### src/rtl/pipe_stage_pkg.sv
// Shared definitions for the pipeline stage register: occupancy state,
// default widths and control-field bit positions.
package pipe_stage_pkg;

  // Occupancy of the two-entry skid buffer.
  typedef enum logic [1:0] {
    ST_EMPTY = 2'd0,
    ST_ONE   = 2'd1,
    ST_TWO   = 2'd2
  } stage_state_t;

  localparam int unsigned DEF_CTRL_W = 2;
  localparam int unsigned DEF_DATA_W = 64;
  localparam int unsigned DEF_DST_W  = 5;
  localparam int unsigned DEF_CNT_W  = 32;

  // Bit positions inside the control field.
  localparam int unsigned CTRL_MEMTOREG = 1;
  localparam int unsigned CTRL_REGWRITE = 0;

endpackage

### src/rtl/pipe_stage_slot.sv
// One {ctrl, data, dst} storage entry with a load enable.
// Cleared asynchronously by the active-low reset.
module pipe_stage_slot
  import pipe_stage_pkg::*;
#(
  parameter int unsigned CTRL_W = DEF_CTRL_W,
  parameter int unsigned DATA_W = DEF_DATA_W,
  parameter int unsigned DST_W  = DEF_DST_W
) (
  input  logic              clk,
  input  logic              reset,
  input  logic              load,
  input  logic [CTRL_W-1:0] d_ctrl,
  input  logic [DATA_W-1:0] d_data,
  input  logic [DST_W-1:0]  d_dst,
  output logic [CTRL_W-1:0] q_ctrl,
  output logic [DATA_W-1:0] q_data,
  output logic [DST_W-1:0]  q_dst
);

  logic [CTRL_W-1:0] ctrl_q, ctrl_d;
  logic [DATA_W-1:0] data_q, data_d;
  logic [DST_W-1:0]  dst_q, dst_d;

  // Take the new entry when loaded, otherwise keep the stored one.
  always_comb begin
    ctrl_d = ctrl_q;
    data_d = data_q;
    dst_d  = dst_q;
    if (load) begin
      ctrl_d = d_ctrl;
      data_d = d_data;
      dst_d  = d_dst;
    end
  end

  // Entry storage, zeroed by reset.
  always_ff @(posedge clk or negedge reset) begin
    if (!reset) begin
      ctrl_q <= '0;
      data_q <= '0;
      dst_q  <= '0;
    end else begin
      ctrl_q <= ctrl_d;
      data_q <= data_d;
      dst_q  <= dst_d;
    end
  end

  assign q_ctrl = ctrl_q;
  assign q_data = data_q;
  assign q_dst  = dst_q;

endmodule

### src/rtl/pipe_stage_reg.sv
// Pipeline stage register with valid/ready handshake, a two-entry skid
// buffer (main entry drives the outputs, skid entry is always younger),
// registered in_ready and a synchronous flush that produces a bubble.
// Optional stall statistics counter enabled by PIPE_STAGE_STATS_EN.
module pipe_stage_reg
  import pipe_stage_pkg::*;
#(
  parameter int unsigned CTRL_W = DEF_CTRL_W,
  parameter int unsigned DATA_W = DEF_DATA_W,
  parameter int unsigned DST_W  = DEF_DST_W,
  parameter int unsigned CNT_W  = DEF_CNT_W
) (
  input  logic              clk,
  input  logic              reset,
  input  logic              flush,
  input  logic              in_valid,
  output logic              in_ready,
  input  logic [CTRL_W-1:0] in_ctrl,
  input  logic [DATA_W-1:0] in_data,
  input  logic [DST_W-1:0]  in_dst,
  output logic              out_valid,
  input  logic              out_ready,
  output logic [CTRL_W-1:0] out_ctrl,
  output logic [DATA_W-1:0] out_data,
  output logic [DST_W-1:0]  out_dst
`ifdef PIPE_STAGE_STATS_EN
  ,
  output logic [CNT_W-1:0]  stall_cnt
`endif
);

  stage_state_t state_q, state_d;
  logic         in_ready_q, in_ready_d;

  logic in_fire, out_fire;
  logic load_main, load_skid, main_from_skid;

  logic [CTRL_W-1:0] main_ctrl, skid_ctrl, main_ctrl_in;
  logic [DATA_W-1:0] main_data, skid_data, main_data_in;
  logic [DST_W-1:0]  main_dst, skid_dst, main_dst_in;

  assign out_valid = (state_q != ST_EMPTY);
  assign in_fire   = in_valid & in_ready_q;
  assign out_fire  = out_valid & out_ready;

  // Occupancy transitions and entry load selection; flush overrides all.
  always_comb begin
    state_d        = state_q;
    load_main      = 1'b0;
    load_skid      = 1'b0;
    main_from_skid = 1'b0;
    if (flush) begin
      state_d = ST_EMPTY;
    end else begin
      unique case (state_q)
        ST_EMPTY: begin
          if (in_fire) begin
            state_d   = ST_ONE;
            load_main = 1'b1;
          end
        end
        ST_ONE: begin
          if (in_fire && out_fire) begin
            load_main = 1'b1;
          end else if (in_fire) begin
            state_d   = ST_TWO;
            load_skid = 1'b1;
          end else if (out_fire) begin
            state_d = ST_EMPTY;
          end
        end
        ST_TWO: begin
          if (out_fire) begin
            state_d        = ST_ONE;
            load_main      = 1'b1;
            main_from_skid = 1'b1;
          end
        end
        default: state_d = ST_EMPTY;
      endcase
    end
    in_ready_d = (state_d != ST_TWO);
  end

  // Main entry refills from the skid when it drains, otherwise from upstream.
  always_comb begin
    main_ctrl_in = in_ctrl;
    main_data_in = in_data;
    main_dst_in  = in_dst;
    if (main_from_skid) begin
      main_ctrl_in = skid_ctrl;
      main_data_in = skid_data;
      main_dst_in  = skid_dst;
    end
  end

  // Occupancy state and registered in_ready.
  always_ff @(posedge clk or negedge reset) begin
    if (!reset) begin
      state_q    <= ST_EMPTY;
      in_ready_q <= 1'b1;
    end else begin
      state_q    <= state_d;
      in_ready_q <= in_ready_d;
    end
  end

  pipe_stage_slot #(
    .CTRL_W (CTRL_W),
    .DATA_W (DATA_W),
    .DST_W  (DST_W)
  ) u_main (
    .clk    (clk),
    .reset  (reset),
    .load   (load_main),
    .d_ctrl (main_ctrl_in),
    .d_data (main_data_in),
    .d_dst  (main_dst_in),
    .q_ctrl (main_ctrl),
    .q_data (main_data),
    .q_dst  (main_dst)
  );

  pipe_stage_slot #(
    .CTRL_W (CTRL_W),
    .DATA_W (DATA_W),
    .DST_W  (DST_W)
  ) u_skid (
    .clk    (clk),
    .reset  (reset),
    .load   (load_skid),
    .d_ctrl (in_ctrl),
    .d_data (in_data),
    .d_dst  (in_dst),
    .q_ctrl (skid_ctrl),
    .q_data (skid_data),
    .q_dst  (skid_dst)
  );

  assign in_ready = in_ready_q;
  assign out_ctrl = out_valid ? main_ctrl : '0;
  assign out_data = main_data;
  assign out_dst  = main_dst;

`ifdef PIPE_STAGE_STATS_EN
  logic [CNT_W-1:0] stall_cnt_q, stall_cnt_d;

  // Count cycles where a valid entry is held back; saturate at all-ones.
  always_comb begin
    stall_cnt_d = stall_cnt_q;
    if (out_valid && !out_ready && (stall_cnt_q != {CNT_W{1'b1}})) begin
      stall_cnt_d = stall_cnt_q + 1'b1;
    end
  end

  // Stall counter, cleared only by reset.
  always_ff @(posedge clk or negedge reset) begin
    if (!reset) begin
      stall_cnt_q <= '0;
    end else begin
      stall_cnt_q <= stall_cnt_d;
    end
  end

  assign stall_cnt = stall_cnt_q;
`endif

endmodule

### config.mk
export PLATFORM = sky130hd
export DESIGN_NAME = pipe_stage_reg
export DESIGN_NICKNAME = d
export VERILOG_FILES = /design/src/rtl/pipe_stage_pkg.sv /design/src/rtl/pipe_stage_slot.sv /design/src/rtl/pipe_stage_reg.sv
export SDC_FILE = /design/constraint.sdc
export NUM_CORES = 1
export LEC_CHECK = 0
export CAP_MARGIN = 20
export CORE_MARGIN = 1
export CORE_UTILIZATION = 40
export CTS_CLUSTER_SIZE = 24
export DETAILED_ROUTE_END_ITERATION = 16
export PLACE_DENSITY_LB_ADDON = 0.08
export SETUP_SLACK_MARGIN = 0.15
export SLEW_MARGIN = 20
export SYNTH_ARGS = -nofsm -noshare
export SYNTH_HDL_FRONTEND = slang
export SYNTH_SLANG_ARGS = --single-unit
### constraint.sdc
create_clock -name clk -period 4.35 [get_ports clk]
set_input_delay 1.305 -clock clk [delete_from_list [all_inputs] [get_ports clk]]
set_output_delay 1.305 -clock clk [all_outputs]
set_load 0.005 [all_outputs]
-- After elaboration in Yosys (flattened, before gate mapping)
Index checks and enable logic that the tools add are counted.
- muxes and demuxes: 21
- divide/modulo/power cells: 0
- shift operators: 0
- bitwise gates (word level): 2
- reduce and logical (&&, ||, !) cells: 3
- eq/ne operators: 3
- multiply operators: 0
- magnitude comparators: 0
- $add $sub $neg: 0
- operators with widths (kind ; count):
    two-way mux 64 bit ; 1
    two-way mux 2 bit ; 8
    two-way mux 1 bit ; 9
    one-hot mux 2 bit (3 select lines) ; 1
    two-way mux 5 bit ; 1
    one-hot mux 1 bit (3 select lines) ; 1
    AND 1 bit ; 2
    equality test 2 x 1 -> 1 bit (second input constant) ; 1
    equality test 2 bit (second input constant) ; 1
    zero test 2 bit ; 1
    != test 2 bit (second input constant) ; 1
    nonzero test 2 bit ; 1
    logical AND 1 bit ; 1
- memories kept: 0
- register bits after elaboration: 145
- memory bits (read-only): 0
- bits in latches: 0
- RAM bits: 0
- bits of input ports: 76

-- Depth between registers and ports, before layout
- word-level depth: 8
- depth in mapped cells: 6
- mapped depth without buffers: 4

-- Hierarchy
From an unflattened synthesis, not the netlist that was laid out.
- cells, all modules: 401
- area, all modules: 7339.5 um^2
- modules (own cells, without submodules) (module ; times used ; area an instance (um^2) ; sequential area each (um^2) ; cells an instance):
    pipe_stage_slot ; 2 ; 2990.4 ; 1776.7 ; 150
    pipe_stage_reg ; 1 ; 1358.8 ; 76.3 ; 101

-- Least setup slack after synthesis
Ideal clock, no wire load.
- kind: input-to-reg
- from: input port in_valid
- to: register u_skid.ctrl_q[0] (netlist: u_skid.q_ctrl[0])
- buffers on the path: 1
- slack: 2.040 ns
- data arrival time: 2.182 ns
- stages on the path: 5
- required time: 4.222 ns
- library setup time: 0.128 ns
- cells stage by stage: nand2_1 nor2_1 nand3_1 buf_2 mux2_1
- word-level cells in the longest chain between the ends: 5
- elaborated cells between the ends (all ways): 6
- classes of those cells: 4 x mux; 1 x bitwise; 1 x reduce/logical
- RTL lines (what ; line ; source):
    from (decl) ; pipe_stage_reg.sv:16 ; input logic in_valid,
    AND 1 bit * ; pipe_stage_reg.sv:43 ; assign in_fire = in_valid & in_ready_q;
    two-way mux 1 bit or logical AND 1 bit (tied branches) ; pipe_stage_reg.sv:65, pipe_stage_reg.sv:63 ;
    two-way mux 1 bit * ; pipe_stage_reg.sv:63 ; if (in_fire && out_fire) begin
    two-way mux 1 bit * ; pipe_stage_reg.sv:55 ; unique case (state_q)
    two-way mux 1 bit * ; pipe_stage_reg.sv:52 ; if (flush) begin
    to (signal assigned) ; pipe_stage_slot.sv:44 ; ctrl_q <= ctrl_d;
    to (decl) ; pipe_stage_slot.sv:21 ; logic [CTRL_W-1:0] ctrl_q, ctrl_d;
Mark *: on every way between the ends. The rest lies on a longest branch, timed or not.
A chain may end at the register's enable or synchronous reset.

-- Final worst setup path
- from: register state_q[0]
- to: output port out_ctrl[0]
- word-level cells in the longest chain between the ends: 2
- RTL lines (what ; line ; source):
    from (decl) ; pipe_stage_reg.sv:32 ; stage_state_t state_q, state_d;
    from (signal assigned) ; pipe_stage_reg.sv:103 ; state_q <= state_d;
    nonzero test 2 bit ; pipe_stage_reg.sv:42 ; assign out_valid = (state_q != ST_EMPTY);
    two-way mux 2 bit ; pipe_stage_reg.sv:141 ; assign out_ctrl = out_valid ? main_ctrl : '0;
    to (decl) ; pipe_stage_reg.sv:23 ; output logic [CTRL_W-1:0] out_ctrl,
No other way between the ends.

==> report_table.html <==
<table>
<tr><th>Metric</th><th>Value</th></tr>
<tr><th colspan="2">Global route</th></tr>
<tr><td>Tot GR Track Use</td><td>0.173</td></tr>
<tr><td>First-pass GRT wire length</td><td>21.1 mm</td></tr>
<tr><td>Initial antenna violation count</td><td>0</td></tr>
<tr><td>Via count of the first global-routing pass</td><td>4144</td></tr>
<tr><td>Total grt overflow</td><td>0</td></tr>
<tr><td>Maximum number of pins on one net before global-route repair</td><td>105</td></tr>
<tr><th colspan="2">Synth</th></tr>
<tr><td>Largest family of logic cells by synthesized area</td><td>multiplexers</td></tr>
<tr><td>Fraction of post-synthesis cell area in the top cell type by area</td><td>0.583</td></tr>
<tr><td>Adder and majority gate portion of the synthesized area</td><td>0</td></tr>
<tr><td>Synth Area in Compound Gates</td><td>0.0699</td></tr>
<tr><td>Most area-consuming cells after synthesis</td><td>sky130_fd_sc_hd__dfrtp_1 58%, sky130_fd_sc_hd__mux2_1 13%, sky130_fd_sc_hd__mux2i_1 12%, sky130_fd_sc_hd__a21oi_1 5.0%, sky130_fd_sc_hd__nor2_1 4.5%</td></tr>
<tr><td>Area share of xor/xnor cells in the synthesized design</td><td>0</td></tr>
<tr><td>Yosys warning total</td><td>0</td></tr>
<tr><td>Number of instances in the synthesized netlist</td><td>479</td></tr>
<tr><td>Proportion of synthesized chip area in sequential cells</td><td>0.588</td></tr>
<tr><td>Synth Area in Simple Gates</td><td>0.0602</td></tr>
<tr><td>Netlist area before placement</td><td>between 0.006 and 0.007 mm2</td></tr>
<tr><td>Top cell type by total area after synthesis</td><td>sky130_fd_sc_hd__dfrtp_1</td></tr>
<tr><td>Synthesized net count</td><td>555</td></tr>
<tr><td>Number of distinct library cell variants in the gate-level netlist after synthesis</td><td>26</td></tr>
<tr><td>Syn_area_per_cell</td><td>12.9 um2</td></tr>
<tr><td>FF+latch count, synth</td><td>145</td></tr>
<tr><td>Portion of netlist area occupied by mux cells</td><td>0.244</td></tr>
<tr><th colspan="2">Clock tree</th></tr>
<tr><td>Count of buffers added by post-CTS timing repair for setup</td><td>0</td></tr>
<tr><td>Clock Latency Late Sink</td><td>around 420 ps</td></tr>
<tr><td>Root cell of the clock tree</td><td>sky130_fd_sc_hd__clkbuf_16</td></tr>
<tr><td>CTS Buf Count</td><td>17</td></tr>
<tr><td>Deepest level of the CTS H-tree</td><td>4</td></tr>
<tr><td>Register clock-pin slew on the reported worst setup and hold paths</td><td>60 ps</td></tr>
<tr><td>Count of hold-fix buffers inserted at cts</td><td>0</td></tr>
<tr><td>Number of buffers on the longest clock path</td><td>2</td></tr>
<tr><td>Clock tree from TritonCTS</td><td>yes</td></tr>
<tr><td>Resized Gates After CTS</td><td>0</td></tr>
<tr><td>Clock Sink Count</td><td>145</td></tr>
<tr><th colspan="2">Detailed routing</th></tr>
<tr><td>Average routed wire per standard cell</td><td>15.4 um</td></tr>
<tr><td>1st-iter DRT viols</td><td>210</td></tr>
<tr><td>DRC viols</td><td>0</td></tr>
<tr><td>WL final</td><td>roughly 13 mm</td></tr>
<tr><td>Count of nets left with antenna violations after detail routing</td><td>0</td></tr>
<tr><td>First-pass iteration count of the detailed router</td><td>4</td></tr>
<tr><td>Routed via count</td><td>4057</td></tr>
<tr><td>Vias per cell</td><td>4.95</td></tr>
<tr><th colspan="2">Floorplanning</th></tr>
<tr><td>Standard cell core area</td><td>0.0151 mm2</td></tr>
<tr><td>Cell row count</td><td>45</td></tr>
<tr><td>Total die area</td><td>0.0159 mm2</td></tr>
<tr><td>Ports</td><td>roughly 150</td></tr>
<tr><td>DIE WIDTH</td><td>approximately 130 um</td></tr>
<tr><td>Floorplan die height</td><td>126 um</td></tr>
<tr><td>Starting Density</td><td>0.408</td></tr>
<tr><th colspan="2">Cells and area</th></tr>
<tr><td>Layout area overhead</td><td>34.6%</td></tr>
<tr><td>Util after Layout</td><td>0.549</td></tr>
<tr><td>Final antenna diode count</td><td>0</td></tr>
<tr><td>Share of cells above drive strength 1</td><td>0.0728</td></tr>
<tr><td>Post-layout nets</td><td>698</td></tr>
<tr><th colspan="2">Placement</th></tr>
<tr><td>Half-perimeter wire length after detailed placement</td><td>8.02 mm</td></tr>
<tr><td>Count of buffers from port buffering</td><td>148</td></tr>
<tr><td>Placer congestion estimate</td><td>0.700</td></tr>
<tr><th colspan="2">Critical path</th></tr>
<tr><td>Setup slack, reg-to-reg</td><td>2320 ps</td></tr>
<tr><td>Data arrival time of the worst path</td><td>1830 ps</td></tr>
<tr><td>Crit path max fanout</td><td>8</td></tr>
<tr><td>Critical Path Sink Type</td><td>output port</td></tr>
<tr><td>Required time of the worst setup path</td><td>3040 ps</td></tr>
<tr><td>Setup Crit Path Kind</td><td>register to output port</td></tr>
<tr><td>Kind of start point of the critical path</td><td>register</td></tr>
<tr><th colspan="2">STA</th></tr>
<tr><td>Maximum clock frequency</td><td>319 MHz</td></tr>
<tr><td>Worst Skew</td><td>5.48 ps</td></tr>
<tr><td>Post-route minimum period</td><td>3130 ps</td></tr>
<tr><td>Unrepaired setup endpoints after global routing</td><td>false</td></tr>
<tr><td>Relative max-transition margin</td><td>0.496</td></tr>
<tr><td>Slew at the pin with the worst max-slew slack</td><td>757 ps</td></tr>
<tr><td>Final critical-path share of the clock period</td><td>0.720</td></tr>
<tr><td>Aggregate negative setup slack</td><td>0 ps</td></tr>
<tr><td>Final number of hold-violating endpoints</td><td>0</td></tr>
<tr><td>Max Transition Viols Final</td><td>0</td></tr>
<tr><td>Total setup violations reported at the end of the flow</td><td>0</td></tr>
<tr><th colspan="2">Power</th></tr>
<tr><td>Overall power of the completed layout</td><td>0.00394 W</td></tr>
<tr><td>Leakage dissipation</td><td>3.33 nW</td></tr>
<tr><td>Ratio of total power to cell area</td><td>~470 mW/mm2</td></tr>
<tr><td>Peak ir drop on the vdd network</td><td>0.264 mV</td></tr>
<tr><th colspan="2">Hold path</th></tr>
<tr><td>Worst min path class</td><td>register to register</td></tr>
<tr><th colspan="2">Outcome</th></tr>
<tr><td>Outcome</td><td>complete, no violations</td></tr>
<tr><th colspan="2">Flow run</th></tr>
<tr><td>Max capacitance violation total</td><td>0</td></tr>
</table>
==> synth_stat cells (all sizes together) <==
master / n
nand3: 1
and2: 2
nand3b: 1
nor3b: 1
a21oi: 71
nand2b: 1
nor2: 74
a31oi: 2
nand4b: 1
dfrtp: 144
nand2: 2
o21bai: 1
or2: 1
mux2i: 71
mux2: 71
buf: 30
dfstp: 1
a211o: 1
a21boi: 1
nand4bb: 1
and3b: 1
==> kinds of logic after synthesis <==
group / Yosys count
AOI/OAI and AO/OA: 76
buffers and inverters: 30
DFF: 145
muxes: 142
and+or+nand+nor: 86
==> sequential cells by signal, indices dropped and copies added (netlist names) <==
name	count
u_main.q_data	64
u_skid.q_data	64
u_main.q_dst	5
u_skid.q_dst	5
state_q	2
u_main.q_ctrl	2
u_skid.q_ctrl	2
in_ready	1
==> cell usage in the layout (no fill, tap or decap), drive strengths merged, types with 3 or more instances in the layout <==
cell and count:
nor2 74, clkdlybuf4s50 147, clkbuf 23, dfrtp 144, mux2i 71, a21oi 71
clkinv 3, mux2 71, buf 7
==> metal layers <==
layer / up-vias / global-route usage / part of all wire
li1: 1966 / - / -
met1: 1982 / 0.228 / 0.47
met2: 94 / 0.262 / 0.46
met3: 15 / 0.0535 / 0.048
met4: 0 / 0.0765 / 0.018
met5: - / 0 / 0
==> power by group <==
group	internal [W]	switching [W]	total [W]
Clock	0.000803	0.000526	0.00133
Combinational	0.000476	0.000276	0.000752
Sequential	0.00168	0.000174	0.00186
Total	0.00296	0.000976	0.00394
==> worst max-delay path: stages (launching register included) <==
cell                              delay, ps
sky130_fd_sc_hd__dfrtp_1                470
sky130_fd_sc_hd__or2_1                  310
sky130_fd_sc_hd__and2_1                 170
sky130_fd_sc_hd__clkdlybuf4s50_1        470
==> metrics by stage <==
stage	instance area [um2]	setup WS [ps]	instances	hold slack, ps
floorplan	6180	2040	479	464
CTS	8310	1200	820	493
finish	8310	1220	820	488
global placement	7780	1070	791	473
global route	8310	1130	820	506
detailed placement	7780	1030	791	481
==> final timing paths <==
check	start	cells after the start	to
max	state_q[0]	3	out_ctrl[0]
min	u_skid.q_data[9]	1	u_skid.q_data[9]
max reg2reg	in_ready	5	u_skid.q_data[39]
min reg2reg	u_skid.q_data[9]	1	u_skid.q_data[9]
max in group asynchronous	reset	2	u_main.q_data[5]
min in group asynchronous	reset	1	u_main.q_data[40]
==> area by class of cell <==
cell class              count  area [um2]
fillers                  1279        6830
clock buffers              23         468
flip-flops and latches    145        3630
repair buffers            154        1580
multi-input cells         304        2340
clock inverters             6        60.1
well taps                 188         235
Power figures use the tool's default switching activity.
